--- config.mk ---
export PLATFORM = sky130hd
export DESIGN_NAME = w_forward_packer
export DESIGN_NICKNAME = d
export VERILOG_FILES = /design/src/rtl/w_forward_pkg.sv /design/src/rtl/w_forward_packer_aw_cmd_fifo.sv /design/src/rtl/w_forward_packer.sv
export SDC_FILE = /design/constraint.sdc
export NUM_CORES = 1
export LEC_CHECK = 0
export CORE_MARGIN = 3
export CORE_UTILIZATION = 54
export CTS_CLUSTER_SIZE = 10
export DETAILED_ROUTE_END_ITERATION = 8
export GPL_TIMING_DRIVEN = 0
export PLACE_DENSITY_LB_ADDON = 0.12
export RECOVER_POWER = 25
export SYNTH_ARGS = -nofsm -noshare
export SYNTH_HDL_FRONTEND = slang
export SYNTH_HIERARCHICAL = 1
export SYNTH_SLANG_ARGS = --single-unit
--- constraint.sdc ---
create_clock -name CLK -period 4.2 [get_ports CLK]
set_input_delay 0.42 -clock CLK [delete_from_list [all_inputs] [get_ports CLK]]
set_output_delay 0.42 -clock CLK [all_outputs]
set_load 0.05 [all_outputs]
--- src/rtl/w_forward_pkg.sv ---
// rtl/w_forward_pkg.sv - shared field widths, packet type codes and width helpers for w_forward_packer
package w_forward_pkg;

    localparam int LEN_W    = 8;
    localparam int SIZE_W   = 3;
    localparam int BURST_W  = 2;
    localparam int LOCK_W   = 1;
    localparam int CACHE_W  = 4;
    localparam int PROT_W   = 3;
    localparam int QOS_W    = 4;
    localparam int REGION_W = 4;

    localparam int AW_FIX_W = LEN_W + SIZE_W + BURST_W + LOCK_W + CACHE_W + PROT_W + QOS_W + REGION_W;
    // Bit offset of AWLEN above AWUSER inside the packed command word
    localparam int LEN_OFS  = REGION_W + QOS_W + PROT_W + CACHE_W + LOCK_W + BURST_W + SIZE_W;

    localparam logic PKT_CMD = 1'b1;
    localparam logic PKT_DAT = 1'b0;

    // The command field keeps 4 zero bits of headroom above the 29 fixed AW bits
    function automatic int cmd_w(input int id_w, input int addr_w, input int user_w);
        return id_w + addr_w + user_w + 33;
    endfunction

    function automatic int dat_w(input int data_w, input int user_w);
        return data_w + data_w / 8 + user_w + 1;
    endfunction

    function automatic int pkt_w(input int id_w, input int addr_w, input int data_w, input int user_w);
        int c;
        int d;
        c = cmd_w(id_w, addr_w, user_w);
        d = dat_w(data_w, user_w);
        return ((c > d) ? c : d) + 1;
    endfunction

endpackage

--- src/rtl/w_forward_packer_aw_cmd_fifo.sv ---
// rtl/w_forward_packer_aw_cmd_fifo.sv - synchronous AW command FIFO with full/empty flags and level count
module aw_cmd_fifo #(
    parameter int WIDTH = 81,
    parameter int DEPTH = 4
) (
    input  logic                     clk,
    input  logic                     rst,
    input  logic                     push,
    input  logic [WIDTH-1:0]         push_data,
    input  logic                     pop,
    output logic [WIDTH-1:0]         pop_data,
    output logic                     full,
    output logic                     empty,
    output logic [$clog2(DEPTH):0]   level
);

    localparam int PTR_W = $clog2(DEPTH);

    logic [WIDTH-1:0] mem [DEPTH];
    logic [PTR_W-1:0] wr_ptr;
    logic [PTR_W-1:0] rd_ptr;
    logic [PTR_W:0]   count;
    logic             push_ok;
    logic             pop_ok;

    assign push_ok  = push && !full;
    assign pop_ok   = pop && !empty;
    assign full     = (count == (PTR_W + 1)'(DEPTH));
    assign empty    = (count == '0);
    assign level    = count;
    assign pop_data = mem[rd_ptr];

    always_ff @(posedge clk or posedge rst) begin
        if (rst) begin
            wr_ptr <= '0;
            rd_ptr <= '0;
            count  <= '0;
        end else begin
            if (push_ok) begin
                wr_ptr <= wr_ptr + 1'b1;
            end
            if (pop_ok) begin
                rd_ptr <= rd_ptr + 1'b1;
            end
            case ({push_ok, pop_ok})
                2'b10:   count <= count + 1'b1;
                2'b01:   count <= count - 1'b1;
                default: count <= count;
            endcase
        end
    end

    // Storage needs no reset: entries are only read once counted as valid
    always_ff @(posedge clk) begin
        if (push_ok) begin
            mem[wr_ptr] <= push_data;
        end
    end

endmodule

--- src/rtl/w_forward_packer.sv ---
// rtl/w_forward_packer.sv - serialises AXI4 AW/W onto one tagged packet stream framed by AWLEN
module w_forward_packer
    import w_forward_pkg::*;
#(
    parameter int ID_W     = 8,
    parameter int ADDR_W   = 36,
    parameter int DATA_W   = 64,
    parameter int USER_W   = 4,
    parameter int AW_DEPTH = 4
) (
    input  logic                                        CLK,
    input  logic                                        RESET,
    input  logic [ID_W-1:0]                             AWID,
    input  logic [ADDR_W-1:0]                           AWADDR,
    input  logic [LEN_W-1:0]                            AWLEN,
    input  logic [SIZE_W-1:0]                           AWSIZE,
    input  logic [BURST_W-1:0]                          AWBURST,
    input  logic [LOCK_W-1:0]                           AWLOCK,
    input  logic [CACHE_W-1:0]                          AWCACHE,
    input  logic [PROT_W-1:0]                           AWPROT,
    input  logic [QOS_W-1:0]                            AWQOS,
    input  logic [REGION_W-1:0]                         AWREGION,
    input  logic [USER_W-1:0]                           AWUSER,
    input  logic                                        AWVALID,
    output logic                                        AWREADY,
    input  logic [DATA_W-1:0]                           WDATA,
    input  logic [DATA_W/8-1:0]                         WSTRB,
    input  logic                                        WLAST,
    input  logic [USER_W-1:0]                           WUSER,
    input  logic                                        WVALID,
    output logic                                        WREADY,
    output logic [pkt_w(ID_W, ADDR_W, DATA_W, USER_W)-1:0] DATA,
    output logic                                        VALID,
    input  logic                                        READY,
    output logic [$clog2(AW_DEPTH):0]                   AW_LEVEL,
    output logic                                        ERR
);

    localparam int CMD_W    = cmd_w(ID_W, ADDR_W, USER_W);
    localparam int DAT_W    = dat_w(DATA_W, USER_W);
    localparam int PKT_W    = pkt_w(ID_W, ADDR_W, DATA_W, USER_W);
    localparam int AW_RAW_W = ID_W + ADDR_W + AW_FIX_W + USER_W;

    localparam logic [0:0] ST_CMD = 1'b0;
    localparam logic [0:0] ST_DAT = 1'b1;

    logic [0:0]       state;
    logic [LEN_W-1:0] beats;
    logic             valid_q;
    logic [PKT_W-1:0] data_q;
    logic             err_q;

    logic [AW_RAW_W-1:0] aw_raw;
    logic [CMD_W-1:0]    aw_word;
    logic [CMD_W-1:0]    cmd_word;
    logic [DAT_W-1:0]    dat_raw;
    logic [PKT_W-1:0]    cmd_pkt;
    logic [PKT_W-1:0]    dat_pkt;
    logic                q_full;
    logic                q_empty;
    logic                slot_free;
    logic                aw_push;
    logic                cmd_pop;
    logic                w_fire;
    logic                last_beat;

    assign aw_raw  = {AWID, AWADDR, AWLEN, AWSIZE, AWBURST, AWLOCK,
                      AWCACHE, AWPROT, AWQOS, AWREGION, AWUSER};
    assign aw_word = CMD_W'(aw_raw);

    assign slot_free = !valid_q || READY;
    assign AWREADY   = !q_full && !RESET;
    assign aw_push   = AWVALID && AWREADY;
    assign cmd_pop   = (state == ST_CMD) && !q_empty && slot_free;
    assign WREADY    = (state == ST_DAT) && slot_free;
    assign w_fire    = WVALID && WREADY;
    assign last_beat = (beats == '0);

    // LAST comes from the AWLEN countdown; WLAST only feeds the error flag
    assign dat_raw = {WDATA, WSTRB, WUSER, last_beat};
    assign cmd_pkt = {PKT_CMD, (PKT_W - 1)'(cmd_word)};
    assign dat_pkt = {PKT_DAT, (PKT_W - 1)'(dat_raw)};

    aw_cmd_fifo #(
        .WIDTH (CMD_W),
        .DEPTH (AW_DEPTH)
    ) u_aw_fifo (
        .clk       (CLK),
        .rst       (RESET),
        .push      (aw_push),
        .push_data (aw_word),
        .pop       (cmd_pop),
        .pop_data  (cmd_word),
        .full      (q_full),
        .empty     (q_empty),
        .level     (AW_LEVEL)
    );

    always_ff @(posedge CLK or posedge RESET) begin
        if (RESET) begin
            state   <= ST_CMD;
            beats   <= '0;
            valid_q <= 1'b0;
            data_q  <= '0;
            err_q   <= 1'b0;
        end else begin
            if (cmd_pop) begin
                data_q  <= cmd_pkt;
                valid_q <= 1'b1;
                beats   <= cmd_word[USER_W + LEN_OFS +: LEN_W];
                state   <= ST_DAT;
            end else if (w_fire) begin
                data_q  <= dat_pkt;
                valid_q <= 1'b1;
                if (last_beat) begin
                    state <= ST_CMD;
                end else begin
                    beats <= beats - 1'b1;
                end
                if (WLAST != last_beat) begin
                    err_q <= 1'b1;
                end
            end else if (READY) begin
                valid_q <= 1'b0;
            end
        end
    end

    assign DATA  = data_q;
    assign VALID = valid_q;
    assign ERR   = err_q;

endmodule

==> results of run 1 <==
state kept, by name, summed over array words and instances (netlist names):
register	cells
VALID	1
u_aw_fifo/mem	324
u_aw_fifo/wr_ptr	2
beats	8
ERR	1
DATA	82
u_aw_fifo/rd_ptr	2
state	1
u_aw_fifo/level	3
worst max-delay path, cell delays in order (launching register included):
cell     delay, ns
dfrtp_1       0.48
nor3_1        0.13
nor2_2        0.13
buf_4         0.19
nand2_4       0.16
inv_2         0.23
buf_2         0.30
o31a_1        0.25
ha_1          0.22
inv_1         0.06
fa_1          0.37
xor2_1        0.15
nor2_1        0.13
xor2_1        0.16
power by group:
| group | total [uW] | internal (uW) | switching [uW] |
|---|---|---|---|
| clock network | 3690 | 2190 | 1500 |
| registers | 5740 | 5370 | 370 |
| logic | 5870 | 2240 | 3620 |
| total | 15300 | 9800 | 5500 |
per-stage QoR:
step | cell area [um2] | hold slack (ns)
3_5_place_dp | 19600 | 0.477
3_3_place_gp | 19500 | 0.464
5_1_grt | 21000 | 0.368
6_report | 21000 | 0.360
4_1_cts | 21000 | 0.234
2_1_floorplan | 16500 | 0.223
worst paths after layout:
kind / startpoint / to / slack (ns) / cells after the start
worst min register to register: DATA[30] / DATA[30] / 0.49 / 2
max in group asynchronous: RESET / DATA[39] / 3.02 / 3
worst max register to register: u_aw_fifo/level[0] / u_aw_fifo/level[2] / 1.15 / 13
worst min-delay path: RESET / u_aw_fifo/level[2] / 0.36 / 2
min in group CLK: WDATA[43] / DATA[56] / 0.46 / 3
worst max-delay path: u_aw_fifo/level[0] / u_aw_fifo/level[2] / 1.15 / 13
cells by family (layout without fill, tap and decap cells):
logic type / count (synthesis) / after routing / share of synthesized area (%)
simple gates: 263 / 263 / 6.59
xor+xnor: 7 / 7 / 0.373
other cells: 1 / 21 / 0.0228
buf+inv: 69 / 408 / 2.26
flops: 424 / 424 / 74.4
fa+ha+maj: 8 / 8 / 0.654
mux: 84 / 84 / 11.3
compound gates: 114 / 114 / 4.46
layout make-up:
cell class / count / area (um2)
flip-flops and latches: 424 / 12200
diodes: 5 / 12.5
well taps: 390 / 488
plain buffers: 57 / 327
clock inverters: 1 / 3.75
repair buffers: 252 / 2610
multi-input cells: 492 / 3910
inverters: 12 / 47.5
clock buffers: 86 / 1380
fillers: 2055 / 8790
metal layers:
| metal | vias to the layer above | wire length [um] |
|---|---|---|
| li1 | 4348 | - |
| met1 | 4850 | 15600 |
| met2 | 299 | 18300 |
| met3 | 70 | 2080 |
| met4 | 12 | 728 |
| met5 | - | 76 |
layout by cell type, fill, tap and decap left out, drive strengths merged, types with 8 or more instances in the layout:
master / count
clkbuf: 103
o21ai: 10
clkdlybuf4s50: 189
dfrtp: 100
inv: 12
nand2: 156
a31oi: 78
mux4: 81
conb: 16
edfxtp: 324
buf: 45
dlygate4sd3: 58
and2: 8
nor2: 80
==> results.cfg, run 1 <==
[yosys]
ys_seq_area_share_pct = 74.4
ys_warn_count = 6
synth-edff-count = 324
async_flop_share_pct = 23.6
yosys_most_used_dff = edfxtp_1
synth_cells = 970
synth.area.top_cells = edfxtp_1, dfrtp_1, mux4_2, nand2_1, a31oi_1
syn_area_mm2 = 0.0165
synth_top_area_cell = edfxtp_1
postSynthAreaPerCell_um2 = 17.0
synth.distinct_cells = 51
synth_top_area_share_pct = 59.1
synth_commonest_cells = edfxtp_1, nand2_1, dfrtp_1, mux4_2, nor2_1
ys_ff_latch = 424
post-synth-top-count-cell = edfxtp_1

[global_route]
grtUsageTotal_pct = 22.7
top_usage_layer = met2
met3_usage_pct = 4.84
use_met2_pct = 37.9
grt_max_degree = 57
grt_pass1_wl_um = 57900
use_met1_pct = 31.1
antenna_found_initial = 11
gr-total-overflow = 0
grt_pass1_vias = 10159

[status]
status = complete, no violations

[worst_setup_path]
critPathArrivalTime_ns = 3.50
worstSetupPathType = flip-flop to flip-flop
required_ns = 4.65
cp-start-kind = flip-flop
worst-path-max-fanout = 10
cp-end-kind = flip-flop

[sta]
slew_viol_final = 0
rsz0062_at_grt = no
max_freq_mhz = 328
period_share_pct = 72.6
fin_setup_tns_ns = 0
tightest_slew_ns = 0.707
setup_viol = 0
relSlewSlack_pct = 52.8
layout_setup_ws_ns = 1.15
hold_violations = 0
min_period_ns = 3.05
skew_ns = 0.0135

[power_and_ir_drop]
power_per_cell_area_mw_per_mm2 = 728
leakagePower_uw = 0.00742
p_total_uw = 15300
ir_drop_v = 0.000431

[clock_network]
cts_max_path_buffers = 3
cts_tree = yes
cts_num_sinks = 424
htreeDepth = 2
cts-root-buf = clkbuf_16
cts_setup_buffers = 0
clock_latency_ns = 0.53
cts_made_buffers = 48
cts_resized = 0
cts_hold_buf = 0
cts.clk_slew.worst_paths_ns = 0.06

[route]
ant_nets = 0
vias = 9579
wl_um = 36700
first_iter_violations = 561
drc_errors = 0
wire_per_inst_um = 21.4
avgViaCountPerCell = 5.57
detail_route.first_pass.iterations = 5

[finish]
postLayoutCoreUtil_pct = 70.5
drive_gt1_share_pct = 14.4
syn_to_final_growth_pct = 27.7
nNetsFinal = 1454
fin_cells = 1719

[place]
post-place-ws_ns = 0.905
dp.cells = 1627
dp_hpwl_um = 24100
io_buffers = 247
place.gp.congestion = 0.795

[floorplanning]
die_h_um = 181
core_mm2 = 0.0298
die_x_um = 181
placementRows = 63
die_area_mm2 = 0.0326
ios = 248
initial_core_util_pct = 55.2

[min_path]
hp-class = input pin to asynchronous set/reset pin

[run]
max-cap-violations = 0
(Power assumes the default switching activity.)
==> inputs of run 2 (changes only) <==
--- a/config.mk
+++ b/config.mk
@@ -6,7 +6,7 @@
 export NUM_CORES = 1
 export LEC_CHECK = 0
 export CORE_MARGIN = 3
-export CORE_UTILIZATION = 54
+export CORE_UTILIZATION = 49
 export CTS_CLUSTER_SIZE = 10
 export DETAILED_ROUTE_END_ITERATION = 8
 export GPL_TIMING_DRIVEN = 0
==> constraint.sdc (replaced) <==
create_clock -name CLK -period 2.5 [get_ports CLK]
set_input_delay 0.25 -clock CLK [delete_from_list [all_inputs] [get_ports CLK]]
set_output_delay 0.25 -clock CLK [all_outputs]
set_load 0.05 [all_outputs]
==> run 2 against run 1 <==
Effect of this change: the flow now finishes with violations (setup timing); largest power group unchanged; combinational power grew 69%; flip-flop and latch count stayed put; clock power grew 68%; critical path type unchanged; first-iteration DRC count did not move; die area increased by 9.9%; sequential share of layout area shrank 0.29 points; count of clock-buffer cells in the layout unchanged; clock skew decreased by 0.00094 ns; cell count grew 3.3%; hold slack got worse by 0.26 ns; via count about the same.
==> results.cfg, run 2 (synthesized netlist as in run 1, its figures left out) <==
[sta]
hold_ws_ns = 0.0956
rsz0062_at_grt = yes
skew_ns = 0.0126
min_period_ns = 2.66
layout_setup_ws_ns = -0.162
relSlewSlack_pct = 7.15
hold_violations = 0
setup_viol = 321
period_share_pct = 106
fin_setup_tns_ns = -22.07
max_freq_mhz = 376
slew_viol_final = 0
tightest_slew_ns = 1.39

[min_path]
hp-class = input pin to asynchronous set/reset pin

[global_route]
grtUsageTotal_pct = 20.9
antenna_found_initial = 10
grt_pass1_vias = 10013
grt_pass1_wl_um = 57600
grt_max_degree = 82
gr-total-overflow = 0

[worst_setup_path]
worst-path-max-fanout = 81
cp-end-kind = flip-flop
worstSetupPathType = flip-flop to flip-flop
required_ns = 2.62
cp-start-kind = flip-flop
critPathArrivalTime_ns = 2.78

[floorplanning]
die_h_um = 189
initial_core_util_pct = 50.2
core_mm2 = 0.0328
placementRows = 66
ios = 248
die_x_um = 189
die_area_mm2 = 0.0358

[clock_network]
cts_tree = yes
htreeDepth = 2
cts_max_path_buffers = 3
cts.clk_slew.worst_paths_ns = 0.06
cts_num_sinks = 424
cts-root-buf = clkbuf_16
clock_latency_ns = 0.52
cts_hold_buf = 0
cts_made_buffers = 48

[finish]
postLayoutCoreUtil_pct = 64.4
nNetsFinal = 1460
largest_reg_flops = 324
drive_gt1_share_pct = 15.5
mostFrequentLayoutCell = edfxtp_1
top_register = u_aw_fifo/mem
final_cell_mix = edfxtp_1, clkdlybuf4s50_1, nand2_1
fill_cells = 2394
syn_to_final_growth_pct = 28.4

[power_and_ir_drop]
leakagePower_uw = 0.00743
power_frac_comb_pct = 38.5
power_per_cell_area_mw_per_mm2 = 1220
clkPwrFrac_pct = 24.0
p_seq_share_pct = 37.4
power.net_switching_uw = 9250
power.internal_uw = 16500
swShare_pct = 35.8
ir_drop_v = 0.000679
p_total_uw = 25800

[route]
detail_route.first_pass.iterations = 7
wl_um = 37000
wire_per_inst_um = 20.8
drc_errors = 0
ant_nets = 0
first_iter_violations = 561
vias = 9588
avgViaCountPerCell = 5.40

[place]
dp_hpwl_um = 23300
place.gp.congestion = 0.784
io_buffers = 247

[status]
violations = setup timing
status = finished with violations

[run]
max-cap-violations = 0
run 2: area by class of cell:
type | count | area (um2) | share of cell area, %
antenna | 4 | 10.0 | 0.0474
buffer | 56 | 327 | 1.55
clock buffer | 86 | 1380 | 6.51
inverter | 12 | 61.3 | 0.290
multi-input combinational | 492 | 3950 | 18.7
sequential | 424 | 12200 | 57.9
tap | 442 | 553 | 2.62
timing repair buffer | 259 | 2610 | 12.3
run 2: repair_timing:
action,in CTS,in global routing
setup endpoints to repair,327,326
endpoints found under the hold margin,0,0
setup buffers,1,8
resized for setup,10,3
pin swaps,4,6
run 2: metal layers:
metal / vias up / wire length, um / track usage (%)
li1: 4353 / - / -
met2: 266 / 18100 / 34.4
met3: 59 / 2130 / 4.37
met4: 12 / 704 / 5.35
met1: 4898 / 15900 / 28.9
met5: - / 86 / 0
run 2: through the flow:
stage / instance area (um2) / std cells / worst slack (ns)
after CTS: 21100 / 1764 / -0.151
final: 21100 / 1775 / -0.162
after global placement: 19600 / 1674 / -0.546
after global routing: 21100 / 1774 / -0.240
after detailed placement: 19600 / 1677 / -0.538
after floorplan: 16600 / 985 / 0.00340
run 2: final timing paths:
kind / from / to / slack [ns] / depth (start not counted)
setup reg to reg: u_aw_fifo/level[2] / u_aw_fifo/mem[3][26] / -0.16 / 5
hold reg to reg: DATA[28] / DATA[28] / 0.48 / 2
max in group asynchronous: RESET / DATA[39] / 1.78 / 4
min in group CLK: WDATA[7] / DATA[20] / 0.29 / 3
setup / recovery: u_aw_fifo/level[2] / u_aw_fifo/mem[3][26] / -0.16 / 5
hold / removal: RESET / DATA[71] / 0.1 / 2
run 2: worst max-delay path, stage by stage (launching register included):
cell and delay (ns):
dfrtp_2 0.45, nor3b_4 0.18, nor2_4 0.08, and2_1 0.12, nor2b_4 0.24, and2_4 1.00
run 2: power by group through the flow:
stage | clock network [uW] | logic, uW | registers (uW)
6_report | 6190 | 9940 | 9660
3_3_place_gp | 0 | 9860 | 9750
3_5_place_dp | 0 | 9950 | 9790
5_1_grt | 6640 | 10700 | 9810
4_1_cts | 6350 | 10000 | 9670
2_1_floorplan | 0 | 4470 | 12000
